$ cat src/rtl/mem_block_mover.sv
// Bus initiator for the 256x16 data memory: turns one copy or fill command
// into a word-serial sequence of read/write bus cycles and pulses done at the end.
module mem_block_mover #(
  parameter int ADDR_W = 8,
  parameter int DATA_W = 16,
  parameter int LEN_W  = ADDR_W + 1
) (
  input  logic              clk,
  input  logic              rst_n,
  input  logic              start,
  input  logic              mode,
  input  logic [ADDR_W-1:0] src_addr,
  input  logic [ADDR_W-1:0] dst_addr,
  input  logic [LEN_W-1:0]  length,
  input  logic [DATA_W-1:0] fill_data,
  output logic              busy,
  output logic              done,
  output logic [LEN_W-1:0]  words_done,
  output logic              mem_we,
  output logic [ADDR_W-1:0] mem_addr,
  output logic [DATA_W-1:0] mem_wdata,
  input  logic [DATA_W-1:0] mem_rdata
);

  typedef enum logic [1:0] {IDLE, RD, WR, FIN} state_t;

  state_t              r_state;
  state_t              w_nextState;
  logic                r_mode;
  logic [ADDR_W-1:0]   r_srcAddr;
  logic [ADDR_W-1:0]   r_dstAddr;
  logic [LEN_W-1:0]    r_length;
  logic [DATA_W-1:0]   r_fillData;
  logic [LEN_W-1:0]    r_idx;
  logic [ADDR_W-1:0]   r_lastAddr;
  logic [DATA_W-1:0]   r_lastWdata;
  logic [LEN_W-1:0]    w_idxNext;
  logic [ADDR_W-1:0]   w_offset;
  logic                w_lastWord;

  // The word index doubles as the words_done count: one write per index step.
  assign w_idxNext  = r_idx + LEN_W'(1);
  assign w_offset   = r_idx[ADDR_W-1:0];
  assign w_lastWord = (w_idxNext == r_length);
  assign words_done = r_idx;

  always_ff @(posedge clk or negedge rst_n) begin
    if (!rst_n) r_state <= IDLE;
    else        r_state <= w_nextState;
  end

  always_comb begin
    w_nextState = r_state;
    case (r_state)
      IDLE: begin
        if (start) begin
          if (length == '0) w_nextState = FIN;
          else if (mode)    w_nextState = WR;
          else              w_nextState = RD;
        end
      end
      RD:  w_nextState = WR;
      WR: begin
        if (w_lastWord)  w_nextState = FIN;
        else if (r_mode) w_nextState = WR;
        else             w_nextState = RD;
      end
      FIN: w_nextState = IDLE;
      default: w_nextState = IDLE;
    endcase
  end

  // Operands are latched only on an accepted start; the bus port then holds
  // its last driven address/data while idle.
  always_ff @(posedge clk or negedge rst_n) begin
    if (!rst_n) begin
      r_mode      <= 1'b0;
      r_srcAddr   <= '0;
      r_dstAddr   <= '0;
      r_length    <= '0;
      r_fillData  <= '0;
      r_idx       <= '0;
      r_lastAddr  <= '0;
      r_lastWdata <= '0;
    end else begin
      if (r_state == IDLE && start) begin
        r_mode     <= mode;
        r_srcAddr  <= src_addr;
        r_dstAddr  <= dst_addr;
        r_length   <= length;
        r_fillData <= fill_data;
        r_idx      <= '0;
      end
      if (r_state == WR) begin
        r_idx       <= w_idxNext;
        r_lastWdata <= mem_wdata;
      end
      if (r_state == RD || r_state == WR) r_lastAddr <= mem_addr;
    end
  end

  always_comb begin
    busy      = 1'b0;
    done      = 1'b0;
    mem_we    = 1'b0;
    mem_addr  = r_lastAddr;
    mem_wdata = r_lastWdata;
    case (r_state)
      RD: begin
        busy     = 1'b1;
        mem_addr = r_srcAddr + w_offset;
      end
      WR: begin
        busy      = 1'b1;
        mem_we    = 1'b1;
        mem_addr  = r_dstAddr + w_offset;
        mem_wdata = r_mode ? r_fillData : mem_rdata;
      end
      FIN: done = 1'b1;
      default: ;
    endcase
  end

endmodule

$ cat config.mk
export PLATFORM = sky130hd
export DESIGN_NAME = mem_block_mover
export DESIGN_NICKNAME = d
export VERILOG_FILES = /design/src/rtl/mem_block_mover.sv
export SDC_FILE = /design/constraint.sdc
export NUM_CORES = 1
export LEC_CHECK = 0
export CAP_MARGIN = 15
export CORE_MARGIN = 2
export CORE_UTILIZATION = 45
export DETAILED_ROUTE_END_ITERATION = 16
export GPL_TIMING_DRIVEN = 0
export PLACE_DENSITY = 0.71
export SLEW_MARGIN = 30
export SYNTH_ARGS = -nofsm -noshare
export SYNTH_HDL_FRONTEND = slang
export SYNTH_SLANG_ARGS = --single-unit
$ cat constraint.sdc
create_clock -name clk -period 3.87 [get_ports clk]
set_input_delay 0.387 -clock clk [delete_from_list [all_inputs] [get_ports clk]]
set_output_delay 0.387 -clock clk [all_outputs]
set_load 0.005 [all_outputs]
==> results.md, run 1 <==
- P per Cell Area: between 200 and 300 nW/µm²
- Critical setup path kind: flop to output port
- Starting DRC count in detailed routing: 93
- Largest net degree at the start of global routing: 30
- Aggregate global-route resource usage: 20.1%
- Via density: 5.31
- Main flop type after synthesis: sky130_fd_sc_hd__dfrtp_1
- Horizontal die dimension: approximately 99 µm
- TritonCTS buffer count: 9
- Required time of the critical path: 3.48 ns
- Final standard cell area without fillers: around 5500 µm²
- Relative contribution of combinational cells to total power: under 10%
- Synthesized area per cell: approximately 11 µm²
- Core area: 8720 µm²
- Vias in the first global route: ~3.2k
- Sequential share of the synthesized area: a little under half
- Number of ports placed on the die boundary: 97
- Final max-slew violation count: 0
- GRT met2 Usage: a little under a third
- Die Height: slightly below 100 µm
- Clock Tree Buf Depth: 2
- Clock network fraction of total power: between 40% and 50%
- Clock period minus worst slack: roughly 3.7 ns
- Worst R2R Start: r_state[0]
- CTS Root Cell: sky130_fd_sc_hd__clkbuf_8
- Number of nets in the layout: about 550
- Fraction of registers with async set/reset: 100%
- Share of the synthesized area in the top cell type: a little under half
- Last weighted congestion value of the routability-driven placer: ~0.84
- Number of antenna violations at the first check in global routing: 0
- Worst-path fanout max: 3
- Effective utilization at floorplan: about 46%
- Critical path startpoint category: flop
- Number of cells in the finished layout apart from fillers: approximately 590
- Worst clock skew: 0.0126 ns
- Min-Delay Path Class: primary input to async pin
- Wire length per cell: roughly 16 µm
- RR Endpoint: r_lastAddr[6]
- Layout filler cell count: 731
- Count of standard-cell rows: 34
- Worst setup EP type: output port
- Number of placed cells counting well taps: approximately 560
- Post-DRT Antenna Nets: 0
- Status: finished clean
- Biggest area consumer among synthesized cells: sky130_fd_sc_hd__dfrtp_1
- Post-synth cell types: 44
- Cells taking the most area after synthesis: sky130_fd_sc_hd__dfrtp_1, sky130_fd_sc_hd__mux2_2, sky130_fd_sc_hd__a21oi_1
- Worst hold margin: 0.465 ns
- Routed WL: roughly 9.4 mm
- Clock tree from TritonCTS: done
- Max transition margin: a little over half
- GR met1 Demand/Resource: around a quarter
- Total of max-cap violations: 0
- Number of enable flip-flop cells after synthesis: 0
- Ratio of final minimum period to clock period: a little over nine tenths
- Detail Placement HPWL: around 7.0 mm
- Fmax: between 200 and 300 MHz
- Wire length of the first global-routing pass: ~15 mm
- Number of inserted diodes: 0
- Worst-Margin Slew: ~0.71 ns
- Synthesized area: roughly 4000 µm²
- Post-synthesis register bit count: 77
- Final routed DRC violation total: 0
- Switching power total: 0.366 mW
- Initial DRT Pass Iterations: 4
- M3 GR Usage: under 10%
- Number of sinks on the clock net: 77
- Clock latency reported for the late side of the worst-skew pair: between 0.3 and 0.4 ns
- Endpoints failing hold: 0
- Leakage component of the power: between 2 and 2.5 nW
- Switching part of the total: between 20% and 30%
- Setup slack, reg-to-reg: about 1.2 ns
- Share of total power in sequential cells: between 40% and 50%
- Total of buffers placed on input and output ports: 96
- Fraction of final layout cells with drive strength greater than 1: approximately 23%
- Depth of the most critical reg-to-reg path: 12
- Internal Dissipation: 1.27 mW
- Number of warnings reported in the yosys synthesis log: 0
- Area delta synth->final: 36.7%
- Via count: about 3.1k
- Placed Instance Area: about 5200 µm²
- CTS H-tree lvls: 3
- Post-Syn Instances: around 360
- Data arrival time of the critical path: approximately 3.4 ns
- Maximum vdd drop: around 0.20 mV
- Busiest layer in global routing: met2
- Net Count, Synth: approximately 430
- Setup violation total in the final timing report: 0
- Clock transition at the registers of the reported paths: 0.09 ns
- Overflow left after global routing: 0
- Die footprint: ~9700 µm²
[per-stage QoR]
stage	TNS, ns	worst slack, ns	utilization [%]	power, mW
2_1_floorplan	0	0.429	-	0.849
3_3_place_gp	-24.18	-0.448	58.8	0.946
3_5_place_dp	-0.892	-0.460	59.2	0.953
4_1_cts	0	0.00596	62.7	1.66
5_1_grt	-0.00336	-0.00336	63.2	1.69
6_report	0	0.136	63.2	1.63
[sequential cells by signal (all words and copies together), names as in the netlist]
| register | flops |
|---|---|
| r_fillData | 16 |
| r_lastWdata | 16 |
| r_length | 9 |
| words_done | 9 |
| r_dstAddr | 8 |
| r_lastAddr | 8 |
| r_srcAddr | 8 |
| r_state | 2 |
| r_mode | 1 |
[power groups by stage]
| stage | combinational [mW] | clock (mW) | sequential [mW] |
|---|---|---|---|
| after CTS | 0.124 | 0.717 | 0.814 |
| final | 0.121 | 0.696 | 0.814 |
| after floorplan | 0.0184 | 0 | 0.830 |
| after detailed placement | 0.122 | 0 | 0.830 |
| after global routing | 0.133 | 0.746 | 0.815 |
| after global placement | 0.116 | 0 | 0.831 |
[worst max-delay path by stage]
stage / startpoint / to / depth (start not counted)
after global placement: r_state[0] / mem_addr[6] / 14
after detailed placement: r_state[0] / mem_addr[6] / 14
after floorplan: r_state[0] / mem_addr[6] / 13
after global routing: r_state[0] / mem_addr[5] / 13
after CTS: r_state[0] / mem_addr[6] / 13
final: r_state[0] / mem_addr[5] / 13
[layout by cell type (no fill, tap or decap), types with 2 or more instances in the layout]
cell type | Yosys | routed
sky130_fd_sc_hd__clkdlybuf4s50_1 | 0 | 94
sky130_fd_sc_hd__dfrtp_1 | 77 | 77
sky130_fd_sc_hd__mux2_2 | 60 | 59
sky130_fd_sc_hd__a21oi_1 | 43 | 39
sky130_fd_sc_hd__nor2_1 | 21 | 21
sky130_fd_sc_hd__nand2_1 | 21 | 21
sky130_fd_sc_hd__mux2i_1 | 20 | 20
sky130_fd_sc_hd__xnor2_1 | 12 | 11
sky130_fd_sc_hd__ha_1 | 13 | 11
sky130_fd_sc_hd__clkbuf_8 | 0 | 9
sky130_fd_sc_hd__o21ai_0 | 8 | 8
sky130_fd_sc_hd__buf_4 | 1 | 8
sky130_fd_sc_hd__inv_1 | 8 | 7
sky130_fd_sc_hd__clkbuf_1 | 7 | 7
sky130_fd_sc_hd__buf_1 | 8 | 7
sky130_fd_sc_hd__nand3_1 | 7 | 7
sky130_fd_sc_hd__xor2_1 | 6 | 6
sky130_fd_sc_hd__a31oi_1 | 5 | 5
sky130_fd_sc_hd__a21oi_2 | 0 | 4
sky130_fd_sc_hd__buf_12 | 0 | 3
sky130_fd_sc_hd__a21o_1 | 3 | 3
sky130_fd_sc_hd__buf_2 | 3 | 2
sky130_fd_sc_hd__nand4b_1 | 2 | 2
sky130_fd_sc_hd__buf_6 | 2 | 2
sky130_fd_sc_hd__nor3_1 | 2 | 2
sky130_fd_sc_hd__nor2b_1 | 2 | 2
sky130_fd_sc_hd__nand3_2 | 2 | 2
sky130_fd_sc_hd__or3_1 | 2 | 2
sky130_fd_sc_hd__nand4_1 | 2 | 2
sky130_fd_sc_hd__bufinv_16 | 0 | 2
sky130_fd_sc_hd__inv_6 | 0 | 2
[per-layer routing]
metal	up-vias	share of wire [%]
li1	1500	-
met1	1507	45
met2	89	46
met3	13	7.5
met4	0	1.5
met5	-	0
[logic make-up (layout without fill, tap and decap cells)]
group           count (synthesis)  after routing  share of synthesized area (%)
mux                            80             80                           21.7
flops                          77             77                           47.8
simple gates                   70             70                           8.50
compound gates                 68             68                           9.87
buf+inv                        29            149                           3.26
xor+xnor                       19             19                           4.31
fa+ha+maj                      14             14                           4.53
[what timing repair did]
action                                  CTS  global route
endpoints found under the setup margin    7             2
resized for setup                        11             6
pin swaps                                 3             6
buffers inserted                          4             2
hold buffers                              1             0
endpoints found under the hold margin    23             0
[cells in the mapped netlist, drive strengths merged, types with 2 or more instances]
cell type,instances
buf,14
or3,2
ha,13
o21ai,8
and2,2
nand4,2
xnor2,12
nand4b,2
nor2,21
a31oi,5
o21bai,2
and3,2
clkbuf,7
a21oi,43
inv,8
mux2i,20
nand2,21
dfrtp,77
nor3,2
a21o,3
xor2,7
nand3,9
nor2b,2
mux2,60
[critical path: stages (launching register included)]
cell                              delay, ns
sky130_fd_sc_hd__dfrtp_1               0.41
sky130_fd_sc_hd__inv_2                 0.10
sky130_fd_sc_hd__ha_4                  0.15
sky130_fd_sc_hd__buf_12                0.10
sky130_fd_sc_hd__buf_4                 0.11
sky130_fd_sc_hd__mux2_2                0.37
sky130_fd_sc_hd__ha_1                  0.28
sky130_fd_sc_hd__a21o_1                0.19
sky130_fd_sc_hd__a21oi_2               0.20
sky130_fd_sc_hd__o21bai_2              0.11
sky130_fd_sc_hd__a21oi_2               0.14
sky130_fd_sc_hd__xnor2_1               0.15
sky130_fd_sc_hd__mux2_2                0.18
sky130_fd_sc_hd__clkdlybuf4s50_1       0.49
[cell type report]
| cell class | count | area, µm² | area share, % |
|---|---|---|---|
| inverter | 8 | 30.0 | 0.545 |
| clock buffer | 9 | 124 | 2.25 |
| multi-input combinational | 251 | 2020 | 36.7 |
| buffer | 20 | 113 | 2.04 |
| sequential | 77 | 1930 | 35.0 |
| tap | 108 | 135 | 2.45 |
| clock inverter | 7 | 105 | 1.91 |
| timing repair buffer | 105 | 1060 | 19.2 |
No activity file was read; power rests on OpenSTA's default activity.
==> run 2: changes to the inputs <==
--- a/config.mk
+++ b/config.mk
@@ -8,6 +8,7 @@
 export CAP_MARGIN = 15
 export CORE_MARGIN = 2
 export CORE_UTILIZATION = 45
+export CTS_BUF_LIST = sky130_fd_sc_hd__clkbuf_4 sky130_fd_sc_hd__clkbuf_8
 export DETAILED_ROUTE_END_ITERATION = 16
 export GPL_TIMING_DRIVEN = 0
 export PLACE_DENSITY = 0.71
==> results of run 2 <==
Final layout, timing and power as in run 1 (identical DEF).
==> run 3: changes to the inputs <==
--- a/config.mk
+++ b/config.mk
@@ -7,11 +7,11 @@
 export LEC_CHECK = 0
 export CAP_MARGIN = 15
 export CORE_MARGIN = 2
-export CORE_UTILIZATION = 45
+export CORE_UTILIZATION = 47
 export CTS_BUF_LIST = sky130_fd_sc_hd__clkbuf_4 sky130_fd_sc_hd__clkbuf_8
 export DETAILED_ROUTE_END_ITERATION = 16
 export GPL_TIMING_DRIVEN = 0
-export PLACE_DENSITY = 0.71
+export PLACE_DENSITY = 0.76
 export SLEW_MARGIN = 30
 export SYNTH_ARGS = -nofsm -noshare
 export SYNTH_HDL_FRONTEND = slang
==> constraint.sdc (replaced) <==
create_clock -name clk -period 3.1 [get_ports clk]
set_input_delay 0.31 -clock clk [delete_from_list [all_inputs] [get_ports clk]]
set_output_delay 0.31 -clock clk [all_outputs]
set_load 0.005 [all_outputs]
==> run 3 against run 2 <==
- highest routed layer unchanged
- largest power group unchanged
- register-to-register slack got worse by 0.80 ns
- the run now ends with setup timing left
- die area is 4.1% lower
- first-iteration DRC count rose by 110%
- clock power is 14% higher
- critical path depth unchanged
- combinational power increased by 23%
- flip-flop and latch count stayed put
- count of clock-buffer cells in the layout unchanged
- utilization grew 5.2 points
- wire length grew 5.8%
==> results.md, run 3 (synthesis gave the netlist of run 1 again) <==
- Status: complete, but fails checks
- Failing checks: setup timing
- Critical setup path kind: flop to output port
- Series of cell instances along the critical path: inv_2 -> ha_4 -> buf_8 -> mux2_4 -> ha_4 -> fa_2 -> a21o_1 -> a21oi_2 -> o21bai_1 -> a21oi_1 -> xnor2_1 -> mux2_4 -> buf_6
- Total of buffers placed on input and output ports: 96 (unchanged)
- CTS Root Cell: sky130_fd_sc_hd__clkbuf_8
- Most common cell after layout, fill and taps aside: sky130_fd_sc_hd__clkdlybuf4s50_1
- Cell type group with the largest total delay on the critical path: adder cells
- Worst hold margin: 0.502 ns (+0.0362 ns)
- Total of max-cap violations: 0 (unchanged)
- Die footprint: 9330 µm² (-4.1%)
- Total buffers and inverters traversed by the critical path: 3 (-1)
- Number of ports placed on the die boundary: 97 (unchanged)
- Final standard cell area without fillers: 5640 µm² (+2.4%)
- Via density: 5.42 (+2.0%)
- Core area: 8260 µm² (-5.3%)
- Layout filler cell count: 646 (-12%)
- Worst-Margin Slew: 0.648 ns (-0.0605 ns)
- Number of nets in the layout: 558 (+2.0%)
- Number of antenna violations at the first check in global routing: 0 (unchanged)
- P per Cell Area: 348 nW/µm² (+17%)
- Depth of the most critical reg-to-reg path: 13 (+1)
- Data arrival time of the critical path: 3.05 ns (-0.30 ns)
- Largest registers in the final layout: r_fillData (16), r_lastWdata (16)
- Die Height: 96.6 µm (-2.1%)
- Overflow left after global routing: 0 (unchanged)
- Critical path startpoint category: flop
- Via count: 3213 (+3.3%)
- Worst clock skew: 0.0103 ns (-0.00231 ns)
- Number of sinks on the clock net: 77 (unchanged)
- Routed WL: 9.98 mm (+5.8%)
- Max transition margin: 56.8% (+4.0 points)
- Clock tree from TritonCTS: done
- Setup repair after global routing missed its margin: true
- Setup violation total in the final timing report: 4 (+4)
- Slowest library cell on the worst path: sky130_fd_sc_hd__dfrtp_1
- Worst R2R Start: r_state[0]
- Maximum vdd drop: 0.316 mV (+55%)
- Fraction of final layout cells with drive strength greater than 1: 26.6% (+4.0 points)
- Area delta synth->final: 40.0%
- Clock transition at the registers of the reported paths: 0.09 ns (about the same)
- Post-DRT Antenna Nets: 0 (unchanged)
- Crit path largest cell delay: 0.41 ns (-0.08 ns)
- Final routed DRC violation total: 0 (unchanged)
- Detail Placement HPWL: 7.05 mm (+0.44%)
- Ratio of final minimum period to clock period: 108%
- Largest net degree at the start of global routing: 45 (+50%)
- Final max-slew violation count: 0 (unchanged)
- Final worst setup slack: -0.262 ns (-0.399 ns)
- Clock period minus worst slack: ~3.4 ns
- Critical Path Start: r_state[0]
- Fmax: 297 MHz
- Wire length of the first global-routing pass: 16.2 mm (+5.0%)
- Starting DRC count in detailed routing: 195 (+110%)
- Commonest non-fill, non-tap cells in the layout: sky130_fd_sc_hd__clkdlybuf4s50_1, sky130_fd_sc_hd__dfrtp_1, sky130_fd_sc_hd__mux2_2
- Stages on worst setup path: 13 (unchanged)
- Vias in the first global route: 3242 (+2.2%)
- Wire length per cell: 16.8 µm (+4.4%)
- Last weighted congestion value of the routability-driven placer: 0.819 (-2.1%)
- Setup slack, reg-to-reg: 0.35 ns (-0.80 ns)
- Clock Tree Buf Depth: 2 (unchanged)
- Min-Delay Path Class: primary input to async pin
- Initial DRT Pass Iterations: 4 (unchanged)
- Placed Instance Area: 5160 µm² (-0.15%)
- Clock latency reported for the late side of the worst-skew pair: 0.35 ns (about the same)
- Horizontal die dimension: 96.6 µm (-2.1%)
- Number of inserted diodes: 0 (unchanged)
- Leakage component of the power: 2.59 nW (+3.5%)
- Effective utilization at floorplan: 48.8% (+2.6 points)
- CTS H-tree lvls: 3 (unchanged)
- Worst setup EP type: output port
- Aggregate global-route resource usage: 21.5% (+1.4 points)
- Endpoints failing hold: 0 (unchanged)
- Worst-path fanout max: 4 (+1)
- TritonCTS buffer count: 9 (unchanged)
- Count of standard-cell rows: 33 (-2.9%)
- Sum Neg Setup Slack: -0.355 ns (-0.355 ns)
- RR Endpoint: r_lastAddr[4]
- Required time of the critical path: 2.79 ns (-0.69 ns)
## run 3: cell count changes in the layout (fill, tap and decap cells not counted), moves of 4 or more
cell,before,now
sky130_fd_sc_hd__clkdlybuf4s50_1,94,88
sky130_fd_sc_hd__mux2_4,1,6
sky130_fd_sc_hd__mux2_2,59,54
sky130_fd_sc_hd__buf_4,8,19
sky130_fd_sc_hd__buf_6,2,6
sky130_fd_sc_hd__ha_4,1,5
## run 3: metrics by stage
stage / std cells / util, % / worst slack, ns / power, mW
2_1_floorplan: 357 / - / 0.0234 / 1.06
6_report: 593 / 68.3 / -0.262 / 1.96
3_3_place_gp: 558 / 62.2 / -0.961 / 1.18
4_1_cts: 590 / 67.8 / -0.336 / 1.97
5_1_grt: 593 / 68.3 / -0.386 / 2.04
3_5_place_dp: 559 / 62.5 / -0.713 / 1.19
## run 3: worst reg2reg max path, cell delays in order, from the launching register on
cell and delay, ns:
sky130_fd_sc_hd__dfrtp_1 0.41, sky130_fd_sc_hd__inv_2 0.08, sky130_fd_sc_hd__ha_4 0.16, sky130_fd_sc_hd__buf_8 0.11, sky130_fd_sc_hd__mux2_4 0.31, sky130_fd_sc_hd__ha_4 0.16
sky130_fd_sc_hd__fa_2 0.34, sky130_fd_sc_hd__a21o_1 0.17, sky130_fd_sc_hd__a21oi_2 0.17, sky130_fd_sc_hd__buf_4 0.14, sky130_fd_sc_hd__xnor2_2 0.06, sky130_fd_sc_hd__buf_4 0.13
sky130_fd_sc_hd__buf_4 0.12, sky130_fd_sc_hd__mux2_2 0.27
## run 3: timing repair
| item | CTS | global route |
|---|---|---|
| hold buffers | 1 | 0 |
| resized for setup | 42 | 9 |
| hold endpoints to repair | 43 | 0 |
| pin swaps | 17 | 10 |
| buffers inserted | 14 | 5 |
| endpoints found under the setup margin | 9 | 8 |
## run 3: layout make-up
type | instances | area (µm²) | share of cell area (%)
well taps | 105 | 131 | 2.33
clock buffers | 9 | 124 | 2.19
inverters | 8 | 30.0 | 0.532
plain buffers | 20 | 110 | 1.95
repair buffers | 116 | 1130 | 20.0
multi-input cells | 251 | 2110 | 37.5
clock inverters | 7 | 81.3 | 1.44
flip-flops and latches | 77 | 1930 | 34.1
## run 3: worst max-delay path by stage
stage                    endpoint
floorplan             mem_addr[6]
global placement    r_fillData[9]
detailed placement    mem_addr[6]
CTS                   mem_addr[6]
global route          mem_addr[6]
finish                mem_addr[6]
## run 3: power breakdown
part,internal (mW),switching (mW),total [mW]
Clock,0.385,0.411,0.796
Combinational,0.0981,0.0505,0.149
Sequential,1.01,0.00297,1.02
Total,1.50,0.465,1.96
## run 3: metal layers
metal,track usage [%],share of wire [%],up-vias
met1,28.2,43,1575
met5,0,0,-
met2,35.6,49,106
li1,-,-,1520
met4,5.85,1.1,0
met3,5.20,6.6,12
